`src/rtl/bnn_pkg.sv`:
```
// Shared definitions for binary convolution layers: window geometry,
// match width and the XNOR-popcount / threshold helpers.
package bnn_pkg;

  localparam int WIN_TAPS = 9;
  localparam int MATCH_W  = 4;

  typedef struct packed {
    logic valid;
    logic last;
  } win_flags_t;

  function automatic logic [MATCH_W-1:0] popcount9(input logic [WIN_TAPS-1:0] bits);
    logic [MATCH_W-1:0] cnt;
    cnt = 4'd0;
    for (int k = 0; k < WIN_TAPS; k++) begin
      cnt = cnt + {3'd0, bits[k]};
    end
    return cnt;
  endfunction

  function automatic logic thresh_pass(input logic [MATCH_W-1:0] match,
                                       input logic [MATCH_W-1:0] thresh);
    return (match >= thresh);
  endfunction

endpackage

```
`src/rtl/bin_conv3x3_layer_if.sv`:
```
// Pixel-in / channel-bits-out stream bundle of the binary 3x3 conv layer.
interface bin_conv3x3_layer_if #(parameter int CH_OUT = 8);
  logic              pixel_in;
  logic              valid_in;
  logic              sof_in;
  logic [CH_OUT-1:0] conv_out;
  logic              valid_out;
  logic              last_out;

  modport master (output pixel_in, valid_in, sof_in,
                  input  conv_out, valid_out, last_out);
  modport slave  (input  pixel_in, valid_in, sof_in,
                  output conv_out, valid_out, last_out);
endinterface

```
`src/rtl/bin_line_window.sv`:
```
// Raster position tracking, two line buffers and the 3x3 sliding window.
// The window includes the pixel being accepted, so it is combinational.
module bin_line_window
  import bnn_pkg::*;
#(
  parameter int IMG_W  = 28,
  parameter int IMG_H  = 28,
  parameter int STRIDE = 1
) (
  input  logic                clk,
  input  logic                rst_n,
  input  logic                pixel,
  input  logic                valid,
  input  logic                sof,
  output logic [WIN_TAPS-1:0] window,
  output win_flags_t          flags
);

  localparam int COL_W = $clog2(IMG_W);
  localparam int ROW_W = $clog2(IMG_H);
  // last stride-aligned position: (pos-2) must be even
  localparam int LAST_ROW = ((STRIDE == 2) && (((IMG_H - 3) % 2) == 1)) ? IMG_H - 2 : IMG_H - 1;
  localparam int LAST_COL = ((STRIDE == 2) && (((IMG_W - 3) % 2) == 1)) ? IMG_W - 2 : IMG_W - 1;

  if ((STRIDE != 1) && (STRIDE != 2)) begin : g_bad_stride
    $error("bin_line_window: STRIDE must be 1 or 2");
  end

  logic [COL_W-1:0] col_r, pos_col_s, next_col_s;
  logic [ROW_W-1:0] row_r, pos_row_s, next_row_s;
  logic [IMG_W-1:0] lb_near_r, lb_far_r;
  logic [2:0]       col_a_r, col_b_r, col_new_s;
  logic             aligned_s;

  // Position of the current pixel and the position that follows it
  always_comb begin
    pos_col_s  = col_r;
    pos_row_s  = row_r;
    next_col_s = col_r;
    next_row_s = row_r;
    if (sof) begin
      pos_col_s = '0;
      pos_row_s = '0;
    end else begin
      pos_col_s = col_r;
      pos_row_s = row_r;
    end
    if (pos_col_s == COL_W'(IMG_W - 1)) begin
      next_col_s = '0;
      if (pos_row_s == ROW_W'(IMG_H - 1)) begin
        next_row_s = '0;
      end else begin
        next_row_s = pos_row_s + ROW_W'(1);
      end
    end else begin
      next_col_s = pos_col_s + COL_W'(1);
      next_row_s = pos_row_s;
    end
  end

  // Window assembly and valid/last flags for the current pixel
  always_comb begin
    col_new_s = {pixel, lb_near_r[pos_col_s], lb_far_r[pos_col_s]};
    for (int i = 0; i < 3; i++) begin
      window[3*i]     = col_a_r[i];
      window[3*i + 1] = col_b_r[i];
      window[3*i + 2] = col_new_s[i];
    end
    aligned_s = (STRIDE == 2) ? (~pos_row_s[0] & ~pos_col_s[0]) : 1'b1;
    flags     = '0;
    if (valid && (pos_row_s >= ROW_W'(2)) && (pos_col_s >= COL_W'(2)) && aligned_s) begin
      flags.valid = 1'b1;
      flags.last  = (pos_row_s == ROW_W'(LAST_ROW)) && (pos_col_s == COL_W'(LAST_COL));
    end else begin
      flags = '0;
    end
  end

  // Counters, line buffers and window columns advance on accepted pixels
  always_ff @(posedge clk or negedge rst_n) begin
    if (!rst_n) begin
      col_r     <= '0;
      row_r     <= '0;
      lb_near_r <= '0;
      lb_far_r  <= '0;
      col_a_r   <= 3'd0;
      col_b_r   <= 3'd0;
    end else if (valid) begin
      col_r                <= next_col_s;
      row_r                <= next_row_s;
      lb_far_r[pos_col_s]  <= lb_near_r[pos_col_s];
      lb_near_r[pos_col_s] <= pixel;
      col_a_r              <= col_b_r;
      col_b_r              <= col_new_s;
    end
  end

endmodule

```
`src/rtl/bin_conv3x3_layer.sv`:
```
// Binary 3x3 convolution layer: per-channel XNOR-popcount of the sliding
// window against fixed weights, thresholded to one registered bit each.
module bin_conv3x3_layer
  import bnn_pkg::*;
#(
  parameter int                     IMG_W   = 28,
  parameter int                     IMG_H   = 28,
  parameter int                     CH_OUT  = 8,
  parameter int                     STRIDE  = 1,
  parameter logic [CH_OUT*9-1:0]    WEIGHTS = '1,
  parameter logic [CH_OUT*4-1:0]    THRESH  = {CH_OUT{4'd9}}
) (
  input  logic               clk,
  input  logic               rst_n,
  bin_conv3x3_layer_if.slave bus
);

  logic [WIN_TAPS-1:0] window_s;
  win_flags_t          flags_s;
  logic [CH_OUT-1:0]   conv_s;
  logic [CH_OUT-1:0]   conv_r;
  logic                valid_r;
  logic                last_r;

  bin_line_window #(
    .IMG_W  (IMG_W),
    .IMG_H  (IMG_H),
    .STRIDE (STRIDE)
  ) u_window (
    .clk    (clk),
    .rst_n  (rst_n),
    .pixel  (bus.pixel_in),
    .valid  (bus.valid_in),
    .sof    (bus.sof_in),
    .window (window_s),
    .flags  (flags_s)
  );

  for (genvar c = 0; c < CH_OUT; c++) begin : g_ch
    logic [MATCH_W-1:0] match_s;
    assign match_s   = popcount9(~(window_s ^ WEIGHTS[c*WIN_TAPS +: WIN_TAPS]));
    assign conv_s[c] = thresh_pass(match_s, THRESH[c*MATCH_W +: MATCH_W]);
  end

  // Output registers; channel bits hold between windows
  always_ff @(posedge clk or negedge rst_n) begin
    if (!rst_n) begin
      conv_r  <= '0;
      valid_r <= 1'b0;
      last_r  <= 1'b0;
    end else begin
      valid_r <= flags_s.valid;
      last_r  <= flags_s.last;
      if (flags_s.valid) begin
        conv_r <= conv_s;
      end
    end
  end

  assign bus.conv_out  = conv_r;
  assign bus.valid_out = valid_r;
  assign bus.last_out  = last_r;

endmodule

```
`src/flat_wrapper.sv`:
```
// flat-port wrapper written by rule: the top's interface ports become plain ports
module bin_conv3x3_layer_flat import bnn_pkg::*;
#(
  parameter int                     IMG_W   = 28,
  parameter int                     IMG_H   = 28,
  parameter int                     CH_OUT  = 8,
  parameter int                     STRIDE  = 1,
  parameter logic [CH_OUT*9-1:0]    WEIGHTS = '1,
  parameter logic [CH_OUT*4-1:0]    THRESH  = {CH_OUT{4'd9}}
)
  (clk, rst_n, bus_pixel_in, bus_valid_in, bus_sof_in, bus_conv_out, bus_valid_out, bus_last_out);
  bin_conv3x3_layer_if #(.CH_OUT(CH_OUT)) bus_i ();
  input  logic clk;
  input  logic rst_n;
  input wire logic [$bits(bus_i.pixel_in)-1:0] bus_pixel_in;
  input wire logic [$bits(bus_i.valid_in)-1:0] bus_valid_in;
  input wire logic [$bits(bus_i.sof_in)-1:0] bus_sof_in;
  output wire logic [$bits(bus_i.conv_out)-1:0] bus_conv_out;
  output wire logic [$bits(bus_i.valid_out)-1:0] bus_valid_out;
  output wire logic [$bits(bus_i.last_out)-1:0] bus_last_out;
  assign bus_i.pixel_in = bus_pixel_in;
  assign bus_i.valid_in = bus_valid_in;
  assign bus_i.sof_in = bus_sof_in;
  assign bus_conv_out = bus_i.conv_out;
  assign bus_valid_out = bus_i.valid_out;
  assign bus_last_out = bus_i.last_out;
  bin_conv3x3_layer #(.IMG_W(IMG_W), .IMG_H(IMG_H), .CH_OUT(CH_OUT), .STRIDE(STRIDE), .WEIGHTS(WEIGHTS), .THRESH(THRESH)) u_core (.clk(clk), .rst_n(rst_n), .bus(bus_i));
endmodule
```
`config.mk`:
```
export PLATFORM = sky130hd
export DESIGN_NAME = bin_conv3x3_layer_flat
export DESIGN_NICKNAME = d
export VERILOG_FILES = /design/src/rtl/bnn_pkg.sv /design/src/rtl/bin_conv3x3_layer_if.sv /design/src/rtl/bin_line_window.sv /design/src/rtl/bin_conv3x3_layer.sv /design/src/flat_wrapper.sv
export SDC_FILE = /design/constraint.sdc
export NUM_CORES = 1
export LEC_CHECK = 0
export ABC_CLOCK_PERIOD_IN_PS = 4350
export BUFFER_PORTS_ARGS = -buffer_cell sky130_fd_sc_hd__buf_2
export CAP_MARGIN = 20
export CELL_PAD_IN_SITES_DETAIL_PLACEMENT = 1
export CELL_PAD_IN_SITES_GLOBAL_PLACEMENT = 1
export CORE_ASPECT_RATIO = 0.6
export CORE_MARGIN = 10
export CORE_UTILIZATION = 45
export CTS_CLUSTER_DIAMETER = 50
export CTS_CLUSTER_SIZE = 8
export DETAILED_ROUTE_END_ITERATION = 12
export GPL_TIMING_DRIVEN = 0
export PLACE_DENSITY_LB_ADDON = 0.12
export SYNTH_ARGS = -nofsm -noshare
export SYNTH_HDL_FRONTEND = slang
export SYNTH_HIERARCHICAL = 1
export SYNTH_SLANG_ARGS = --single-unit
```
`constraint.sdc`:
```
create_clock -name clk -period 4.35 [get_ports clk]
set_input_delay 0.87 -clock clk [delete_from_list [all_inputs] [get_ports clk]]
set_output_delay 0.87 -clock clk [all_outputs]
set_load 0.01 [all_outputs]
```
**After elaboration in Yosys (flattened, before gate mapping)**

Cells that the tools add are included.

- Register bits: 75
- Latch bits: 0
- Bits in writable memories: 0
- Memory bits (read-only): 0
- Output and inout bits: 10
- Memories: 0

- Add/subtract/negate cells: 10
- Multipliers: 0
- Divide/modulo/power cells: 0
- $lt $le $gt $ge: 5
- Equality and inequality tests: 2
- Shifts and indexed selects: 0
- Mux-type cells: 14
- Bitwise gates (word level): 2
- Reduce and logical (&&, ||, !) cells: 4

Operators with widths:

| cell | count |
|---|---|
| $bwmux W28 | 2 |
| $add A4 B1 Y4 | 7 |
| $mux W5 | 5 |
| $not A9 Y9 | 2 |
| $add A5 B1 Y5 const B | 2 |
| $bmux W1 S5 | 2 |
| $eq A5 B5 Y1 const B | 2 |
| $ge A5 B2 Y1 const B | 2 |
| $lt A5 B6 Y1 const B | 1 |
| $demux W1 S5 | 1 |
| $ge A5 B1 Y1 const B | 1 |
| $ge A4 B4 Y1 const B | 1 |
| $logic_and A1 B1 Y1 | 4 |
| $mux W1 | 3 |
| $add A1 B1 Y2 | 1 |
| $mux W2 | 1 |

**Logic depth before layout (Yosys ltp)**

- Word-level depth: 14
- Depth in mapped cells: 19
- Mapped depth without buffers: 16

**Modules after synthesis**

Netlist, hierarchy kept.

Modules (own cells, without submodules):

| module | times used | cells each | area each (um^2) |
|---|---|---|---|
| bin_line_window | 1 | 337 | 3758.6 |
| bin_conv3x3_layer | 1 | 39 | 391.6 |

**Least setup slack after synthesis**

No wires, ideal clock.

- Kind: input to register
- Start point: input port bus_sof_in
- End point: register u_core.conv_r[0] (netlist: u_core/bus.conv_out[0])
- Arrival: 4.613 ns
- Data required time: 4.230 ns
- Path slack: -0.383 ns
- Stages on the path: 17
- Cells stage by stage: buf_2 -> or2b_1 -> buf_2 -> a211oi_1 -> o32ai_1 -> or4_4 -> fa_1 -> inv_1 -> fa_1 -> fa_1 -> inv_1 -> ha_1 -> inv_1 -> fa_1 -> xnor2_1 -> nand4b_1 -> o211a_1

- Longest elaborated chain between the ends: 13
- Elaborated cells on any way between the ends: 21

Ends and longest elaborated chain:

| item | RTL line | text |
|---|---|---|
| start: declaration | flat_wrapper.sv:17 | `input wire logic [$bits(bus_i.sof_in)-1:0] bus_sof_in;` |
| $mux W5 | bin_line_window.sv:41 | `if (sof) begin` |
| $bmux W1 S5 | bin_line_window.sv:63 | `col_new_s = {pixel, lb_near_r[pos_col_s], lb_far_r[pos_col_s]};` |
| $mux W1 (not written as such) | bin_line_window.sv:63 |  |
| net u_core.window_s[2] | bin_conv3x3_layer.sv:18 | `logic [WIN_TAPS-1:0] window_s;` |
| $not A9 Y9 (no source line) | n/a |  |
| $not A9 Y9 | bin_conv3x3_layer.sv:41 | `assign match_s = popcount9(~(window_s ^ WEIGHTS[c*WIN_TAPS +: WIN_TAPS]));` |
| $add A4 B1 Y4 (7 in a row) | bnn_pkg.sv:17 | `cnt = cnt + {3'd0, bits[k]};` |
| $ge A4 B4 Y1 | bnn_pkg.sv:24 | `return (match >= thresh);` |
| end signal: assignment | bin_conv3x3_layer.sv:55 | `conv_r <= conv_s;` |
| end: declaration | bin_conv3x3_layer.sv:21 | `logic [CH_OUT-1:0] conv_r;` |

The timed path passes the listed nets, and every way through them passes these cells. The select of a mux whose other input is x is not followed.
A chain may end at the register's enable or synchronous reset.

**Worst setup path after layout**

- Start point: register u_core.u_window.col_r[0]
- End point: register u_core.conv_r[0] (netlist: u_core/bus.conv_out[0])

- Elaborated cells on any way between the ends: 18

RTL lines:

| item | RTL line | text |
|---|---|---|
| start: declaration | bin_line_window.sv:29 | `logic [COL_W-1:0] col_r, pos_col_s, next_col_s;` |
| start signal: assignment | bin_line_window.sv:89 | `col_r <= next_col_s;` |
| $mux W5 | bin_line_window.sv:41 |  |
| $bmux W1 S5 | bin_line_window.sv:63 |  |
| $mux W1 (not written as such) | bin_line_window.sv:63 |  |
| net u_core.window_s[5] | bin_conv3x3_layer.sv:18 |  |
| $not A9 Y9 (no source line) | n/a |  |
| $not A9 Y9 | bin_conv3x3_layer.sv:41 |  |
| $add A4 B1 Y4 (4 in a row) | bnn_pkg.sv:17 |  |
| $ge A4 B4 Y1 | bnn_pkg.sv:24 |  |

The timed path passes the listed nets, and every way through them passes these cells. The select of a mux whose other input is x is not followed.

==> impl_results.md <==
- Run status: finished with violations
- Failing checks: negative setup slack
- P&R area growth vs syn: 20.6%
- Fraction of layout cells with a size suffix above 1: 0.349
- Tightest Pin Transition: 0.979 ns
- HPWL Detailed: 8720 um
- CP Data Required Time: between 4 and 5 ns
- Flop-to-flop setup slack: -0.22 ns
- Final worst slack: -0.221 ns
- Post-synthesis sequential area ratio: 0.452
- Synthesized Nets: 396
- Leakage power: 2.34 nW
- CTS Buf Count: 9
- #FFs+latches synth: 75
- Routed wire per std cell: 23.2 um
- Antenna-violating nets left: 0
- Placed standard-cell area: about 4500 sq um
- Arr. time, crit path: 4.80 ns
- CP peak stage delay: 0.56 ns
- Pwr/cell area: 503 nW/um^2
- Drt pass-1 iters: 4
- First-pass GRT wire length: 19700 um
- Number of port buffers: 12
- Area share of the largest cell type after synthesis: 0.452
- Period Utilization, post-route: 1.05
- Number of H-tree levels: 3
- Reg2Reg Depth: 17
- RSZ-0062 raised after global routing: true
- Io pins: 15
- Worst Setup Start Kind: register
- Die Ht: between 90 and 100 um
- Total Die Area: 13600 sq um
- Largest net degree at the start of global routing: 46
- Vias per std cell: around 5.9
- Commonest non-fill, non-tap cell in the layout: dfrtp_1
- Async S/R FF share, synth: 1.00
- Antenna violations before repair: 0
- Synthesized cell area: ~4200 sq um
- Post-route minimum period: 4.57 ns
- Register clock-pin slew on the reported worst setup and hold paths: 0.06 ns
- Top_reg_cell synth: dfrtp_1
- Routed wire length: 12400 um
- Worst r2r src: u_core/u_window/col_r[0]$_DFFE_PN0P_
- Synth unique cells: 57
- GRT Util Overall: 0.191
- Worst hold path type: in -> async
- CTS Buffer Depth: 2
- Max-cap viol count: 0
- R2R Path End: u_core/bus.conv_out[0]$_DFFE_PN0P_
- Layout Skew: 0.00811 ns
- Starting Density: 0.457
- Post-route DRC: 0
- Initial DRC Count: 231
- Top cells by area, synth: dfrtp_1 (45%), mux2_2 (15%), nand2_1 (3.2%)
- Fmax: between 200 and 250 MHz
- CP Class: reg -> reg
- Clock latency on the worst-skew pair: about 0.34 ns
- # setup viols final: 1
- Placer congestion estimate: 0.864
- Fin area: 5010 sq um
- Crit-path cells: bufbuf_16, buf_4, nand2b_1, o22ai_1, o311ai_4, buf_4, and2_4, fa_1, inv_1, fa_1, fa_1, inv_2, ha_4, inv_2, fa_2, nand4b_1, o211a_1
- Total power: 2.52 mW
- Vias in the first global route: 3265
- Synth Area per Inst: 11.0 sq um
- Setup crit end kind: register
- Core area: ~9000 sq um
- Worst slew margin: 0.344
- Synth Warn #: 6
- N_diodes: 0
- GRT overflow: 0
- Clock root cell: clkbuf_16
- Endpoints failing hold: 0
- Post-synth top area cell: dfrtp_1
- Most frequent cells in the layout: dfrtp_1 (74), mux2_2 (55), nand2_1 (34)
- Max FO, Critical Path: 5
- Final Net Count: between 400 and 500
- Row count: 27
- Post-synth EDFFs: 0
- Clock sinks: 75
- Final slew viol count: 0
- Via Count: about 3200
- CP most frequent cell: fa_1
- Slowest stage cell, crit path: fa_1
- Mapped Cells: 376
- VDD IR max: slightly below 300 uV
- TritonCTS clock tree: done
- Die Wd: 144 um
-- critical path, delay by kind of cell, from the launching register on --
| family | cells | cell delay [ns] |
|---|---|---|
| AO/OA/AOI/OAI | 3 | 0.62 |
| AND/OR/NAND/NOR | 3 | 0.43 |
| adder cells (fa/ha/maj) | 5 | 2.15 |
| flip-flops | 1 | 0.47 |
| buffers and inverters | 6 | 0.79 |
-- cell usage after synthesis, types with 3 or more instances --
| master | instances |
|---|---|
| a21oi_1 | 13 |
| o2bb2ai_1 | 3 |
| o22ai_1 | 4 |
| nor3b_1 | 3 |
| buf_2 | 7 |
| nand2_1 | 35 |
| mux4_2 | 4 |
| nand3_1 | 7 |
| ha_1 | 10 |
| mux2_2 | 55 |
| a31oi_1 | 10 |
| nor2b_1 | 6 |
| clkbuf_1 | 15 |
| fa_1 | 5 |
| nor3_1 | 5 |
| inv_1 | 19 |
| nand2b_1 | 9 |
| mux2i_1 | 6 |
| nor2_1 | 19 |
| dfrtp_1 | 75 |
| o21ai_0 | 7 |
| buf_4 | 8 |
| and2_1 | 4 |
| a221oi_1 | 3 |
| nor4_1 | 3 |
-- routing by layer --
layer	wire length, um	up-vias	track usage
li1	-	1423	-
met1	6400	1657	0.298
met2	5350	78	0.261
met3	621	4	0.0401
met4	22	0	0.0415
met5	0	-	0
-- per-stage QoR --
step / setup WS (ns) / utilization / setup TNS (ns) / instances / hold slack, ns
2_1_floorplan: -0.214 / - / -0.214 / 376 / 0.470
3_3_place_gp: -0.684 / 0.487 / -0.684 / 504 / 0.483
3_5_place_dp: -0.749 / 0.490 / -0.749 / 506 / 0.493
4_1_cts: -0.315 / 0.544 / -0.315 / 533 / 0.492
5_1_grt: -0.346 / 0.551 / -0.346 / 534 / 0.503
6_report: -0.221 / 0.551 / -0.221 / 534 / 0.482
-- cell families after synthesis --
family	after synthesis	share of synthesized area
AOI/OAI and AO/OA	61	0.101
buffers and inverters	52	0.0600
muxes	68	0.202
adders and majority gates	15	0.0543
and+or+nand+nor	103	0.126
xor gates and xnor gates	2	0.00422
DFF	75	0.452
-- power by group --
part | leakage (nW) | switching, mW | internal [mW] | total [mW]
clock network | 0.148 | 0.304 | 0.460 | 0.764
logic | 1.18 | 0.463 | 0.427 | 0.890
registers | 1.01 | 0.0696 | 0.796 | 0.866
-- worst max path at each step --
| stage | startpoint | endpoint | slack [ns] | cells past startpoint |
|---|---|---|---|---|
| floorplan | bus_sof_in | u_core/bus.conv_out[0]$_DFFE_PN0P_ | -0.21 | 16 |
| global route | u_core/u_window/col_r[0]$_DFFE_PN0P_ | u_core/bus.conv_out[0]$_DFFE_PN0P_ | -0.35 | 16 |
| CTS | u_core/u_window/col_r[0]$_DFFE_PN0P_ | u_core/bus.conv_out[0]$_DFFE_PN0P_ | -0.32 | 16 |
| detailed placement | bus_sof_in | u_core/bus.conv_out[0]$_DFFE_PN0P_ | -0.75 | 17 |
| finish | u_core/u_window/col_r[0]$_DFFE_PN0P_ | u_core/bus.conv_out[0]$_DFFE_PN0P_ | -0.22 | 17 |
| global placement | bus_sof_in | u_core/bus.conv_out[0]$_DFFE_PN0P_ | -0.68 | 17 |
-- area by class of cell --
class / instances / area [sq um]
multi-input combinational: 249 / 2170
clock buffer: 10 / 239
inverter: 19 / 71.3
timing repair buffer: 26 / 213
buffer: 33 / 226
sequential: 75 / 1880
fill: 961 / 4080
clock inverter: 6 / 65.1
tap: 116 / 145
-- state kept, by name, summed over array words and instances, names as in the netlist --
name,flops
u_core/u_window/row_r,5
u_core/bus.last_out,1
u_core/u_window/col_r,5
u_core/u_window/col_b_r,3
u_core/u_window/col_a_r,3
u_core/u_window/lb_far_r,28
u_core/bus.conv_out,1
u_core/bus.valid_out,1
u_core/u_window/lb_near_r,28
-- what timing repair did --
action,4_1_cts,5_1_grt
resized for setup,20,9
endpoints found under the hold margin,0,0
setup buffers,10,1
cloned,1,0
setup endpoints to repair,1,1
hold buffers,0,0
pin swaps,8,5
Power figures use the tool's default switching activity.
